**src/rtl/rv32i_types.sv**
```systemverilog
// Shared type definitions for the rv32i pipeline memory side.
// Holds the cache arbiter state and owner encodings.
package rv32i_types;

  typedef enum logic [1:0] {
    IDLE    = 2'b00,
    GRANT_I = 2'b01,
    GRANT_D = 2'b10
  } arb_state_t;

  typedef enum logic {
    OWNER_I = 1'b0,
    OWNER_D = 1'b1
  } arb_owner_t;

endpackage

```
**src/rtl/arbiter_grant_sel.sv**
```systemverilog
// Grant selection for the cache arbiter.
// On a tie the requester that did not own memory last wins. A fixed
// D-cache priority is this same rule with last_owner held at OWNER_I.
module arbiter_grant_sel
  import rv32i_types::*;
(
  input  logic       i_req,
  input  logic       d_req,
  input  arb_owner_t last_owner,
  output logic       grant_i,
  output logic       grant_d
);

  assign grant_d = d_req & (~i_req | (last_owner == OWNER_I));
  assign grant_i = i_req & (~d_req | (last_owner == OWNER_D));

endmodule

```
**src/rtl/cache_arbiter.sv**
```systemverilog
// Shares the physical-memory line port between the I-cache and D-cache.
// One owner at a time; the request is latched at grant and held until
// pmem_resp. Optional macro ARB_ROUND_ROBIN_EN adds a last_owner register
// so simultaneous requests alternate instead of always favouring D.
//
// state   | meaning
// IDLE    | no grant, sample requests
// GRANT_I | I-cache owns pmem
// GRANT_D | D-cache owns pmem
module cache_arbiter
  import rv32i_types::*;
#(
  parameter int ADDR_W = 32,
  parameter int LINE_W = 256
) (
  input  logic              clk,
  input  logic              rst_n,
  input  logic              i_read,
  input  logic [ADDR_W-1:0] i_addr,
  output logic [LINE_W-1:0] i_rdata,
  output logic              i_resp,
  input  logic              d_read,
  input  logic              d_write,
  input  logic [ADDR_W-1:0] d_addr,
  input  logic [LINE_W-1:0] d_wdata,
  output logic [LINE_W-1:0] d_rdata,
  output logic              d_resp,
  output logic              pmem_read,
  output logic              pmem_write,
  output logic [ADDR_W-1:0] pmem_addr,
  output logic [LINE_W-1:0] pmem_wdata,
  input  logic [LINE_W-1:0] pmem_rdata,
  input  logic              pmem_resp
);

  arb_state_t        state;
  arb_state_t        state_nxt;
  arb_owner_t        last_owner;
  logic [ADDR_W-1:0] addr_q;
  logic [LINE_W-1:0] wdata_q;
  logic              op_write_q;
  logic              d_req;
  logic              grant_i;
  logic              grant_d;
  logic              busy;

  assign d_req = d_read | d_write;

  arbiter_grant_sel u_grant_sel (
    .i_req      (i_read),
    .d_req      (d_req),
    .last_owner (last_owner),
    .grant_i    (grant_i),
    .grant_d    (grant_d)
  );

`ifdef ARB_ROUND_ROBIN_EN
  // Remember who was granted last so the next tie goes the other way.
  always_ff @(posedge clk or negedge rst_n) begin
    if (!rst_n) begin
      last_owner <= OWNER_I;
    end else if (state == IDLE) begin
      if (grant_d) begin
        last_owner <= OWNER_D;
      end else if (grant_i) begin
        last_owner <= OWNER_I;
      end
    end
  end
`else
  assign last_owner = OWNER_I;
`endif

  // Next-state: grant from IDLE, return to IDLE on memory completion.
  always_comb begin
    state_nxt = state;
    case (state)
      IDLE: begin
        if (grant_d) begin
          state_nxt = GRANT_D;
        end else if (grant_i) begin
          state_nxt = GRANT_I;
        end
      end
      GRANT_I, GRANT_D: begin
        if (pmem_resp) begin
          state_nxt = IDLE;
        end
      end
      default: state_nxt = IDLE;
    endcase
  end

  // State register.
  always_ff @(posedge clk or negedge rst_n) begin
    if (!rst_n) begin
      state <= IDLE;
    end else begin
      state <= state_nxt;
    end
  end

  // Capture the winning request on the grant edge; later requester changes are ignored.
  always_ff @(posedge clk or negedge rst_n) begin
    if (!rst_n) begin
      addr_q     <= '0;
      wdata_q    <= '0;
      op_write_q <= 1'b0;
    end else if (state == IDLE) begin
      if (grant_d) begin
        addr_q     <= d_addr;
        op_write_q <= d_write;
        if (d_write) begin
          wdata_q <= d_wdata;
        end
      end else if (grant_i) begin
        addr_q     <= i_addr;
        op_write_q <= 1'b0;
      end
    end
  end

  assign busy       = (state == GRANT_I) || (state == GRANT_D);
  assign pmem_read  = busy & ~op_write_q;
  assign pmem_write = busy & op_write_q;
  assign pmem_addr  = addr_q;
  assign pmem_wdata = wdata_q;

  // Completion goes to the owner only; rdata is a plain passthrough.
  assign i_resp  = (state == GRANT_I) & pmem_resp;
  assign d_resp  = (state == GRANT_D) & pmem_resp;
  assign i_rdata = pmem_rdata;
  assign d_rdata = pmem_rdata;

endmodule
```
**config.mk**
```make
export PLATFORM = sky130hd
export DESIGN_NAME = cache_arbiter
export DESIGN_NICKNAME = d
export VERILOG_FILES = /design/src/rtl/rv32i_types.sv /design/src/rtl/arbiter_grant_sel.sv /design/src/rtl/cache_arbiter.sv
export SDC_FILE = /design/constraint.sdc
export NUM_CORES = 1
export LEC_CHECK = 0
export CAP_MARGIN = 10
export CORE_AREA = 3 3 543 545
export DETAILED_ROUTE_END_ITERATION = 6
export DIE_AREA = 0 0 546 548
export MAX_ROUTING_LAYER = met4
export PLACE_DENSITY = 0.3
export SETUP_SLACK_MARGIN = 0.1
export SLEW_MARGIN = 20
export SYNTH_ARGS = -nofsm -noshare
export SYNTH_HDL_FRONTEND = slang
export SYNTH_HIERARCHICAL = 1
export SYNTH_SLANG_ARGS = --single-unit
```
**constraint.sdc**
```tcl
create_clock -name clk -period 1.75 [get_ports clk]
set_clock_uncertainty 0.15 [all_clocks]
set_input_delay 0.35 -clock clk [delete_from_list [all_inputs] [get_ports clk]]
set_output_delay 0.35 -clock clk [all_outputs]
set_load 0.005 [all_outputs]
```
==> results of run 1 <==
[how the worst min path moves through the flow]
stage	startpoint	end	cells past startpoint	slack, ns
2_1_floorplan	rst_n	op_write_q	0	-0.1
3_3_place_gp	rst_n	pmem_wdata[27]	1	0.14
3_5_place_dp	rst_n	pmem_wdata[134]	1	0.14
4_1_cts	rst_n	pmem_wdata[129]	2	0.06
5_1_grt	rst_n	pmem_wdata[129]	2	0.1
6_report	rst_n	pmem_wdata[129]	2	0.11
[routing by layer]
layer	wire, um	vias to the layer above
li1	-	4423
met1	37500	4987
met2	60900	946
met3	18200	295
met4	5790	0
met5	0	-
[timing repair]
item / 4_1_cts / 5_1_grt
endpoints found under the hold margin: 291 / 0
gates resized for setup: 1122 / 34
buffers inserted: 188 / 50
setup endpoints to repair: 565 / 544
hold buffers: 1 / 0
pin swaps: 5 / 1
cloned: 25 / 4
[cell families (layout without fill, tap and decap cells)]
group | count (synthesis) | in the layout | synth area share
adder cells (fa/ha/maj) | 4 | 4 | 0.00312
AO/OA/AOI/OAI | 40 | 40 | 0.0133
flip-flops | 291 | 291 | 0.454
buffers and inverters | 554 | 1019 | 0.263
other | 1 | 19 | 0.000234
AND/OR/NAND/NOR | 42 | 42 | 0.0114
multiplexers | 288 | 288 | 0.256
[worst max-delay path, delay by kind of cell, from the launching register on]
kind | cells | cell delay [ns]
fa+ha+maj | 1 | 0.21
flops | 1 | 0.39
simple gates | 1 | 0.15
buf+inv | 3 | 0.32
[final cells by class]
class,instances,area (sq um)
multi-input combinational,376,4730
fill,33383,262000
tap,3900,4880
clock inverter,13,159
inverter,3,11.3
sequential,291,7320
antenna,17,42.5
clock buffer,52,1110
timing repair buffer,951,9870
[power by group]
group	leakage, nW	internal, W	total (W)	switching, W
logic	7.83	0.0161	0.0250	0.00893
clock network	0.627	0.00489	0.00828	0.00340
registers	3.42	0.0103	0.0131	0.00281
total	11.9	0.0312	0.0464	0.0151
[state kept, by name, indices dropped and copies added (netlist names)]
signal	flops
pmem_addr	32
state	2
op_write_q	1
pmem_wdata	256
[cell usage after synthesis, types with 3 or more instances]
cell type,number,area [sq um]
sky130_fd_sc_hd__buf_4,513,3850
sky130_fd_sc_hd__dfrtp_1,291,7280
sky130_fd_sc_hd__mux2_4,240,3600
sky130_fd_sc_hd__o21ai_0,34,170
sky130_fd_sc_hd__mux2i_1,32,320
sky130_fd_sc_hd__nand2_1,32,120
sky130_fd_sc_hd__buf_6,27,304
sky130_fd_sc_hd__mux2_2,16,180
sky130_fd_sc_hd__buf_2,7,35.0
sky130_fd_sc_hd__clkbuf_1,4,15.0
sky130_fd_sc_hd__ha_1,4,50.1
sky130_fd_sc_hd__and2_1,3,18.8
sky130_fd_sc_hd__inv_1,3,11.3
[through the flow]
stage,power (W),utilization
final,0.0464,0.0968
after global routing,0.0494,0.0967
after CTS,0.0471,0.0950
after detailed placement,0.0345,0.0839
after global placement,0.0345,0.0839
after floorplan,0.0200,-
[cell usage in the layout (no fill, tap or decap), drive strengths merged]
cell type      netlist  final
a21boi               3      3
or2                  1      1
a21oi                2      2
diode                0     17
clkbuf               4     55
mux2               256    256
nand3                2      2
conb                 1      2
bufbuf               0      2
clkdlybuf4s50        0    322
dlygate4sd3          0      1
ha                   4      4
nor2b                1      1
buf                547    621
inv                  3      5
and2                 3      3
clkinv               0      8
nor2                 1      1
mux2i               32     32
a32o                 1      1
dfrtp              291    291
dlygate4sd2          0      2
o21ai               34     34
nand2b               2      2
bufinv               0      3
nand2               32     32
==> metrics list, run 1 <==
* Global placer's final weighted congestion: approximately 0.80
- Status: finished with violations
* Routed wire per std cell: approximately 22 um
- Timing analysis after detailed placement gives a worst setup slack of -0.767 ns.
- Count of unresolved DRC violations after routing: 0
- The net count of the finished layout is between 2k and 2.5k.
* Pin count of the biggest net entering global routing: between 40 and 50
- VDD sags by at most just under 0.6 mV.
- Antenna violations before repair: 34
* Iteration-0 DRC count of the detailed router: between 300 and 400
* Total Die Area: between 200000 and 300000 sq um
- Global-route usage over all layers: 0.0804
- The worst setup path is captured at an output pin.
- Fin Setup TNS: -22.97 ns
- Max Fanout on Critical Path: 2
- STA classifies the critical path startpoint as a flip-flop.
* Maximum frequency from static timing analysis: around 460 MHz
* Global-route wire length before repair: 149000 um
- Leftover overflow at the end of global routing: 0
* Path class of the lowest-slack min-delay path: input port to asynchronous set/reset pin
* Setup slack of the most critical reg-to-reg path: -0.20 ns
- Routed via count: 10.7k
- Final setup viols: approximately 240
- Flip-flop and latch count after synthesis: 291
* GR Util met3: 0.0532
* CTS root buf: sky130_fd_sc_hd__clkbuf_16
- Leakage power: 11.9 nW
- The worst register-to-register path begins at state[0].
* Die X-Extent: 546 um
- Worst setup path class: flip-flop to output pin
* Initial Utilization: 0.0552
- In this run the cell area of the synthesized design comes to 16100 sq um.
* Placeable core region: 291000 sq um
- Top FF cell, synth: sky130_fd_sc_hd__dfrtp_1
- Layout cell share with drive strength beyond 1: 0.585
* Total of warnings raised by yosys: 6
- Final Hold Slack: roughly 0.11 ns
- Synthesis handed over a netlist of between 1k and 1.5k instances.
- The largest individual stage delay along the critical path comes from the cell sky130_fd_sc_hd__dfrtp_1.
- For this run, the slowest stage of the critical path takes ~0.39 ns.
- Average vias per placed instance: 1.90
* Number of pins exceeding their max-slew limit in the final report: 0
- Setup repair after global routing could not meet its margin everywhere.
- With fillers left out, the area of the finished cells amounts to ~28000 sq um.
- In this run the worst setup path begins at state[0].
- The H-tree was split into 2 levels.
* Count of max-cap constraint violations: 0
- Summed over all layers, the routed wires come to between 100000 and 150000 um.
- DIE HEIGHT: around 550 um
- CTS sink cnt: 291
* Global Route met1 Usage: 0.0685
* Final Worst Setup Slack: -0.426 ns
- Count of flip-flops with a built-in enable after synthesis: 0
- In this run the remaining antenna-violating nets after routing total 0.
- Number of placement rows: 198
* Synth cell types: 24
* Quantity of I/O buffers inserted on ports: between 600 and 700
- In this run the worst setup path terminates at pmem_write.
- Data on the critical path arrives at its endpoint at 1.68 ns.
- The via count of the first global-routing pass came to ~11k.
- For the worst-skew pair, the clock arrives at the later sink with an insertion delay of about 0.60 ns.
* Iteration count of the initial detailed-routing pass: 4
* Final Hold Viols: 0
- Maximum root-to-sink buffer count: 3
* Power per Cell Area: between 1500 and 2000 nW/um^2
- Once placement completed, the tool counted placed cells totaling approximately 5.3k.
- For this run, the register share of the synthesized area comes to 0.454.
- Post-route clock period utilization: 1.24
* R2R cell count: 8
- Clock-pin slew of the registers on the worst-case setup and hold paths: around 0.06 ns
- The signal on the critical path passes through inv_2 -> ha_4 -> buf_6 -> and2_4 -> buf_12.
- After detailed placement, the total cell area comes to approximately 24000 sq um.
* Synthesis-to-layout area growth: 75.2%
- Of all flip-flops after synthesis, the portion carrying an async set or reset was 1.00.
- Detailed placement finished with a half-perimeter wire length of slightly above 100000 um.
* Endpoint of the worst-slack reg-to-reg timing path: pmem_wdata[82]
* Busiest layer in global routing: met2
- Clock tree from TritonCTS: done
- 1386 I/O pins were placed.
- The number of clock buffers added by TritonCTS is 41.
* Syn Area/Cell: roughly 13 sq um
* Crit path required time: between 1 and 1.5 ns
* Post-layout minimum cycle time: 2.18 ns
* GR Layer Usage met2: 0.137
- The checks that failed: setup timing.
* Non-filler cells in the finished layout: around 5.6k
(Power assumes the default switching activity.)
==> run 2, diff against run 1 <==
--- a/config.mk
+++ b/config.mk
@@ -5,10 +5,11 @@
 export SDC_FILE = /design/constraint.sdc
 export NUM_CORES = 1
 export LEC_CHECK = 0
+export ABC_AREA = 1
 export CAP_MARGIN = 10
-export CORE_AREA = 3 3 543 545
+export CORE_AREA = 3 3 541 543
 export DETAILED_ROUTE_END_ITERATION = 6
-export DIE_AREA = 0 0 546 548
+export DIE_AREA = 0 0 544 546
 export MAX_ROUTING_LAYER = met4
 export PLACE_DENSITY = 0.3
 export SETUP_SLACK_MARGIN = 0.1
==> run 2 against run 1 <==
The run still ends with setup timing left. Combinational power increased by 9.6%. Worst hold slack got worse by 0.011 ns. First-iteration DRC count increased by 95%. Sequential cell count unchanged.
==> metrics list, run 2 <==
- The run finished, with violations left.
- Violations in the final reports: setup timing
- The largest total area in the synthesized netlist belongs to sky130_fd_sc_hd__dfrtp_1.
- The H-tree was split into 2 levels.
* Synthesized cell area: approximately 16000 sq um
* Startpoint of the lowest-slack hold path: d_wdata[198]
* Synth top area cells: sky130_fd_sc_hd__dfrtp_1 46%, sky130_fd_sc_hd__buf_4 26%, sky130_fd_sc_hd__nand2_1 17%
* Proportion of power drawn by flip-flops and latches: 0.254
- Layout cell share with drive strength beyond 1: 0.496
* Number of global-route vias before repair: roughly 15k
* Final Worst Setup Slack: -0.442 ns
* Async set-reset flop share out of synthesis: 1.00
- Top FF cell, synth: sky130_fd_sc_hd__dfrtp_1
- Nets: 2942
* Crit path required time: 1.25 ns
- The HPWL after detailed placement is 128000 um.
- Cell with the largest stage delay on the worst path: sky130_fd_sc_hd__dfrtp_1
- Final Hold Slack: roughly 0.1 ns
* Initial Utilization: 0.0553
- Dividing total power by cell area gives a power density of between 1500 and 2000 nW/um^2.
- CTS placed an instance of sky130_fd_sc_hd__clkbuf_16 at the clock tree root.
- Measured against the total synthesized area, the mux share comes to 0.
- Global routing finished with a remaining overflow of 0.
- The core region is roughly 290000 sq um.
- Max Fanout on Critical Path: 3
* Pin count of the biggest net entering global routing: a little under 70
- Global Route met1 Usage: 0.0911
- Clock-pin slew of the registers on the worst-case setup and hold paths: 0.06 ns
- Commonest cells after routing, fill and taps aside: 497 x sky130_fd_sc_hd__nand2_1, 323 x sky130_fd_sc_hd__clkdlybuf4s50_1, 277 x sky130_fd_sc_hd__dfrtp_1
* Slew at the pin closest to its max-slew limit: a little over 0.7 ns
- Routed wire per std cell: around 26 um
- Boundary Pins: roughly 1.4k
- The tree built by TritonCTS fans out to roughly 290 sinks.
- For the finished layout, the period the worst path requires is between 2 and 2.5 ns.
- Adding up every negative setup slack in the final design gives -10.70 ns.
* Global placer's final weighted congestion: about 0.76
- Of the total synthesized cell area, the portion taken by AND, OR, NAND and NOR gates is 0.252.
- Count of max-cap constraint violations: 0
- For this block, the routed nets add up to ~160000 um of wire.
- Number of pins exceeding their max-slew limit in the final report: 0
- In this run the mean area of a mapped cell was about 8.4 sq um.
* Maximum frequency from static timing analysis: 456 MHz
- The layer flagged by global routing as most heavily used is met2.
* Most common library cell in the layout ignoring fill and taps: sky130_fd_sc_hd__nand2_1
* Top-area cell type share of the netlist area: 0.457
* Design Area, Final: 31600 sq um
* Internal cell power: 0.0299 W
* Largest stage delay, worst path: approximately 0.37 ns
* Setup repair after global routing missed its margin: true
* Reported net switching power: between 0.015 and 0.02 W
* Gate power share: 0.552
* Global-route wire length before repair: between 150000 and 200000 um
- Worst IR Drop VDD: about 0.68 mV
* GR Util met3: 0.0865
* Area of the multi-input gates: around 6800 sq um
* Synthesis-to-layout area growth: 98.5%
- In this run, the number of DRC markers left after iteration 0 of detailed routing was between 700 and 800.
* Final Hold Viols: 0
- Slew HR: 0.525
* Final setup viols: between 150 and 200
- Quantity of I/O buffers inserted on ports: approximately 620
- The most critical setup path has its startpoint at state[0].
- Summing over every cut layer, the via total after detailed routing is 15.1k.
- Leakage power: ~13 nW
- Kind of launch point of the worst setup path: flip-flop
* CP cell instances: inv_2 -> ha_4 -> inv_4 -> nor2_4 -> buf_12
- By count the netlist is led by 720 x sky130_fd_sc_hd__nand2_1, 550 x sky130_fd_sc_hd__buf_4, 291 x sky130_fd_sc_hd__dfrtp_1, 258 x sky130_fd_sc_hd__nand3_1, 33 x sky130_fd_sc_hd__buf_2.
* Flip-flop and latch count after synthesis: about 290
- The register with the most flip-flops in the layout has around 260 of them.
* Post-DRT Antenna Nets: 0
* Cell with the most instances after synthesis: sky130_fd_sc_hd__nand2_1
- The worst setup path is captured at an output pin.
* Post-route clock period utilization: 1.25
- DIE HEIGHT: between 500 and 600 um
* Share of the yosys chip area belonging to registers: 0.457
- Number of buffers added by the clock tree synthesis step: 45
- The setup path with the least slack is of type flip-flop to output pin.
- Sequential cell area: 7300 sq um
- Measured along the x axis, the die boundary spans between 500 and 600 um.
- Clk network pwr share: 0.195
- Xor and xnor area share after synthesis: 0
* Number of fill cells in the layout: 33.0k
- In this run the critical register-to-register path is launched from state[0].
- Maximum root-to-sink buffer count: 3
* Count of flip-flops with a built-in enable after synthesis: 0
* Critical path buffer and inverter count: 3
- After synthesis, the largest family of logic cells by area is buffers and inverters.
* Fraction of the mapped netlist area in compound gates: 0.000864
- Top Family by Delay on Critical Path: flip-flops
- After detailed routing, the number of remaining DRC violations is 0.
- Fraction of power spent switching nets: 0.397
- The number of antenna violations at the first check in global routing came to 80.
- The path class of the tightest hold or removal check is input port to flip-flop.
- Adder-Cell Fraction of Synth Area: 0.00314
- Once placement finished, the instance area stood at 23800 sq um.
- Global-route usage over all layers: 0.100
- Synthesized instance count: around 1.9k
- Synth cell types: 17
* Total of warnings raised by yosys: 6
- The floorplan has 197 rows.
- The pre-antenna-repair detailed-routing pass consisted of 5 iterations.
- Worst skew pair latency: roughly 0.67 ns
- For this run, global-route usage on met2 was measured as 0.142.
- For the worst setup path, the data arrival time is between 1.5 and 2 ns.
* Average vias per placed instance: about 2.4
- Total Die Area: 297000 sq um
* Clock tree from TritonCTS: done
==> run 2: cell types whose count changed after synthesis, sizes merged, moves of 2 or more <==
cell,previous run,this run
nand2,32,721
mux2i,32,0
nand3,2,258
a21boi,3,0
o21ai,34,1
clkbuf,4,11
nand2b,2,0
and2,3,0
buf,547,599
mux2,256,0
inv,3,11
==> run 2: worst reg2reg max path, stage by stage (launching register included) <==
cell and delay [ns]:
sky130_fd_sc_hd__dfrtp_1 0.39, sky130_fd_sc_hd__inv_2 0.09, sky130_fd_sc_hd__ha_4 0.15, sky130_fd_sc_hd__nand2_4 0.07
sky130_fd_sc_hd__clkinv_8 0.08, sky130_fd_sc_hd__buf_16 0.15, sky130_fd_sc_hd__buf_6 0.13, sky130_fd_sc_hd__buf_12 0.16
sky130_fd_sc_hd__buf_12 0.16, sky130_fd_sc_hd__nand3_4 0.09, sky130_fd_sc_hd__buf_6 0.15, sky130_fd_sc_hd__nand2_2 0.05
==> run 2: kinds of logic (layout without fill, tap and decap cells) <==
group | Yosys count | in the layout
compound gates | 2 | 2
buf+inv | 621 | 1103
fa+ha+maj | 4 | 4
other cells | 1 | 10
flops | 291 | 291
simple gates | 983 | 984
==> run 2: final timing paths <==
path | end | cells after the start | slack, ns
setup / recovery | pmem_read | 5 | -0.44
hold / removal | pmem_wdata[198] | 3 | 0.10
setup reg to reg | pmem_wdata[101] | 11 | -0.12
hold reg to reg | pmem_addr[15] | 2 | 0.33
max in group asynchronous | pmem_wdata[197] | 3 | 0.58
min in group asynchronous | pmem_wdata[134] | 3 | 0.15
==> run 2: layout make-up <==
type / count / area share
Antenna cell: 8 / 0.000633
Clock buffer: 57 / 0.0386
Clock inverter: 20 / 0.00851
Inverter: 11 / 0.00230
Multi-Input combinational cell: 992 / 0.215
Sequential cell: 291 / 0.231
Tap cell: 3781 / 0.150
Timing Repair Buffer: 1015 / 0.355
==> run 2: what timing repair did <==
item,4_1_cts,5_1_grt
resized for setup,1255,634
cloned,18,48
endpoints found under the hold margin,340,0
endpoints found under the setup margin,581,583
setup buffers,89,130
pin swaps,18,173
hold buffers,45,0
==> run 2: power groups by stage <==
stage	registers [W]	clock network, W	logic (W)
3_3_place_gp	0.0124	0	0.0195
5_1_grt	0.0129	0.0104	0.0299
2_1_floorplan	0.0119	0	0.00559
6_report	0.0126	0.00967	0.0274
3_5_place_dp	0.0124	0	0.0195
4_1_cts	0.0125	0.0103	0.0217
==> run 2: metrics by stage <==
step,setup WS [ns],total power [W],utilization,cells
CTS,-0.645,0.0445,0.0936,5997
finish,-0.442,0.0496,0.110,6175
floorplan,-0.0397,0.0175,-,1903
global placement,-0.701,0.0319,0.0824,5769
global route,-0.605,0.0533,0.110,6173
detailed placement,-0.697,0.0319,0.0824,5769
==> run 2: metal layers <==
layer,wire (um),vias up
li1,-,6398
met1,51200,6950
met2,66100,1150
met5,0,-
met4,10200,0
met3,31300,561
==> run 3, diff against run 2 <==
--- a/config.mk
+++ b/config.mk
@@ -11,7 +11,6 @@
 export DETAILED_ROUTE_END_ITERATION = 6
 export DIE_AREA = 0 0 544 546
 export MAX_ROUTING_LAYER = met4
-export PLACE_DENSITY = 0.3
 export SETUP_SLACK_MARGIN = 0.1
 export SLEW_MARGIN = 20
 export SYNTH_ARGS = -nofsm -noshare
==> run 3 against run 2 <==
The flow still finishes with violations (setup timing). Setup slack got worse by 0.047 ns. Combinational power down 4%. Maximum frequency decreased by 2.1%. Clock power shrank 5.7%. Global-route usage grew 2.9 points. Non-clock buffer count shrank 74. Worst hold slack got worse by 0.037 ns. First-iteration DRC count increased by 31%. Cell area down 6.4%. Power is 2.5% lower. Final cell count shrank 1.1%. Critical path depth increased by 1.
==> metrics list, run 3 (synthesis gave the netlist of run 2 again) <==
* Count of max-cap constraint violations: 0
* Quantity of I/O buffers inserted on ports: 617
- In this run the core area contains ~200 standard-cell rows.
* Boundary Pins: around 1.4k
- CP dominant cell by count: sky130_fd_sc_hd__inv_2
* Detailed-route wire length: slightly above 200000 um
- Once layout is done, the placed cells without fillers occupy 29600 sq um.
- Once detail routing completed, the nets flagged for antenna violations numbered 0.
- After the first detailed-routing iteration, the DRC count stood at approximately 980.
- DIE HEIGHT: roughly 550 um
- Setup Slack @ Placement: -0.606 ns
- Leftover overflow at the end of global routing: 0
* Maximum frequency from static timing analysis: between 400 and 500 MHz
* Number of flip-flops under the largest register name: about 260
* Post-route clock period utilization: 1.28
- Of the cells placed in the final design, the portion with a size suffix greater than 1 is 0.485.
- Slew at the pin closest to its max-slew limit: about 0.54 ns
- The first detailed-routing pass ran for 5 iterations.
* Non-filler cells in the finished layout: just over 6k
- Clock tree from TritonCTS: done
* Total power: between 0.04 and 0.05 W
* Clk network pwr share: 0.189
- The final reports fail on setup timing.
* Routed via count: about 15k
- After the last flow step, the layout net total stands at about 2.9k.
- Data on the critical path arrives at its endpoint at 1.74 ns.
- Largest stage delay, worst path: between 0.3 and 0.4 ns
- Reported net switching power: around 0.020 W
- In the final routed layout, each cell accounts on average for between 30 and 40 um.
* Category of the worst setup path capture point: output pin
- The run finished, with violations left.
* Final Worst Setup Slack: -0.489 ns
* Internal cell power: around 0.028 W
* Most common library cell in the layout ignoring fill and taps: sky130_fd_sc_hd__nand2_1
- After clock tree synthesis, the clock-pin slew on the worst setup and hold paths is roughly 0.06 ns.
* DP Wirelength: 176000 um
- Final core utilization: 0.103
- Count of unresolved DRC violations after routing: 0
- Path class of the lowest-slack min-delay path: input port to asynchronous set/reset pin
* Critical path buffer and inverter count: 4
- Among cell families on the critical path, the largest total delay comes from buffers and inverters.
- Crit path required time: between 1 and 1.5 ns
- Buffers inserted during clock tree synthesis total 42.
- Entering global routing, the biggest net connects slightly above 60 pins.
- The number of antenna violations at the first check in global routing is between 90 and 100.
- The first global-routing pass estimated around 230000 um of wire.
- Cell with the largest stage delay on the worst path: sky130_fd_sc_hd__dfrtp_1
- The area growth from synthesis to layout is 85.9%.
- After detailed routing, the number of vias per cell comes to around 2.5.
- The share of total power dissipated in sequential elements is 0.270.
* Initial Utilization: 0.0553
* Fraction of power spent switching nets: 0.411
* Setup repair after global routing missed its margin: true
* Maximum root-to-sink buffer count: 3
- The worst setup path is launched from a flip-flop.
- Max Fanout on Critical Path: 2
- CTS root buf: sky130_fd_sc_hd__clkbuf_16
- CTS sink cnt: between 200 and 300
- Of the total power, combinational logic draws 0.541.
* Commonest cells after routing, fill and taps aside: 387 x sky130_fd_sc_hd__nand2_1, 323 x sky130_fd_sc_hd__clkdlybuf4s50_1, 262 x sky130_fd_sc_hd__dfrtp_1
* Global-route usage over all layers: 0.129
* Post-layout minimum cycle time: about 2.2 ns
- The via count of the first global-routing pass came to between 10k and 15k.
- Leakage power: about 13 nW
- Across the VDD grid, the largest voltage drop is roughly 0.65 mV.
* H-tree levels: 2
- Dividing total power by cell area gives a power density of roughly 1600 nW/um^2.
- Placeable core region: ~290000 sq um
* Die X-Extent: between 500 and 600 um
- Global placer's final weighted congestion: 0.923
* Worst setup path class: flip-flop to output pin
- The placed instances occupy a cell area of 23500 sq um.
- Number of cells after detailed placement: 5772
- Measured against its own limit, the worst slew margin works out to 0.642.
* Number of pins exceeding their max-slew limit in the final report: 0
- Setup violations remaining at the end of the flow were counted as 230.
- CP cell instances: inv_2 -> ha_4 -> buf_4 -> nand2_1 -> inv_2 -> buf_12
* Final Hold Viols: 0
* Total Die Area: roughly 300000 sq um
- Worst skew pair latency: 0.68 ns
==> run 3: cell count changes in the layout (fill, tap and decap cells not counted), moves of 24 or more <==
cell	change
sky130_fd_sc_hd__nand2_1	-110
sky130_fd_sc_hd__nand3_1	+153
sky130_fd_sc_hd__dlygate4sd3_1	-41
sky130_fd_sc_hd__nand3_2	-67
sky130_fd_sc_hd__nand2_2	+47
sky130_fd_sc_hd__nand3_4	-86
sky130_fd_sc_hd__nand2_4	+63
sky130_fd_sc_hd__buf_6	+32
sky130_fd_sc_hd__buf_12	-24
==> run 3: stage by stage <==
| stage | setup TNS (ns) | hold slack, ns |
|---|---|---|
| 2_1_floorplan | -9.66 | -0.0956 |
| 3_3_place_gp | -127.25 | 0.113 |
| 3_5_place_dp | -135.65 | 0.113 |
| 4_1_cts | -21.81 | 0.000690 |
| 5_1_grt | -36.63 | 0.0320 |
| 6_report | -13.44 | 0.0655 |
==> run 3: layout make-up <==
class	count	area (sq um)
fill	33048	259000
clock inverter	17	210
antenna	14	35.0
timing repair buffer	941	10000
clock buffer	59	1200
tap	3781	4730
inverter	11	58.8
sequential	291	7320
multi-input combinational	995	6010
==> run 3: worst paths after layout <==
kind / startpoint / to / slack, ns / depth (start not counted)
worst max-delay path: state[0] / pmem_write / -0.49 / 6
worst min-delay path: rst_n / pmem_wdata[213] / 0.07 / 2
worst max register to register: state[0] / pmem_wdata[51] / -0.11 / 10
worst min register to register: pmem_wdata[71] / pmem_wdata[71] / 0.33 / 2
max in group asynchronous: rst_n / pmem_wdata[157] / 0.60 / 3
min in group clk: d_wdata[31] / pmem_wdata[31] / 0.11 / 3
==> run 3: repair_timing <==
action / 4_1_cts / 5_1_grt
gates resized for setup: 1241 / 617
hold endpoints to repair: 294 / 0
buffers inserted: 81 / 123
gates cloned: 13 / 34
hold buffers: 4 / 0
endpoints found under the setup margin: 550 / 579
pin swaps: 3 / 40
==> run 3: power groups by stage <==
stage | clock [W] | sequential (W) | combinational, W
2_1_floorplan | 0 | 0.0119 | 0.00559
3_3_place_gp | 0 | 0.0123 | 0.0192
3_5_place_dp | 0 | 0.0123 | 0.0192
4_1_cts | 0.00959 | 0.0125 | 0.0205
5_1_grt | 0.00972 | 0.0134 | 0.0283
6_report | 0.00912 | 0.0131 | 0.0262
==> run 3: layer usage <==
| layer | vias to the layer above | GRT usage | wire length [um] |
|---|---|---|---|
| li1 | 6220 | - | - |
| met1 | 6855 | 0.0972 | 53500 |
| met2 | 1536 | 0.177 | 81400 |
| met3 | 496 | 0.166 | 58100 |
| met4 | 0 | 0.0535 | 9640 |
| met5 | - | - | 0 |
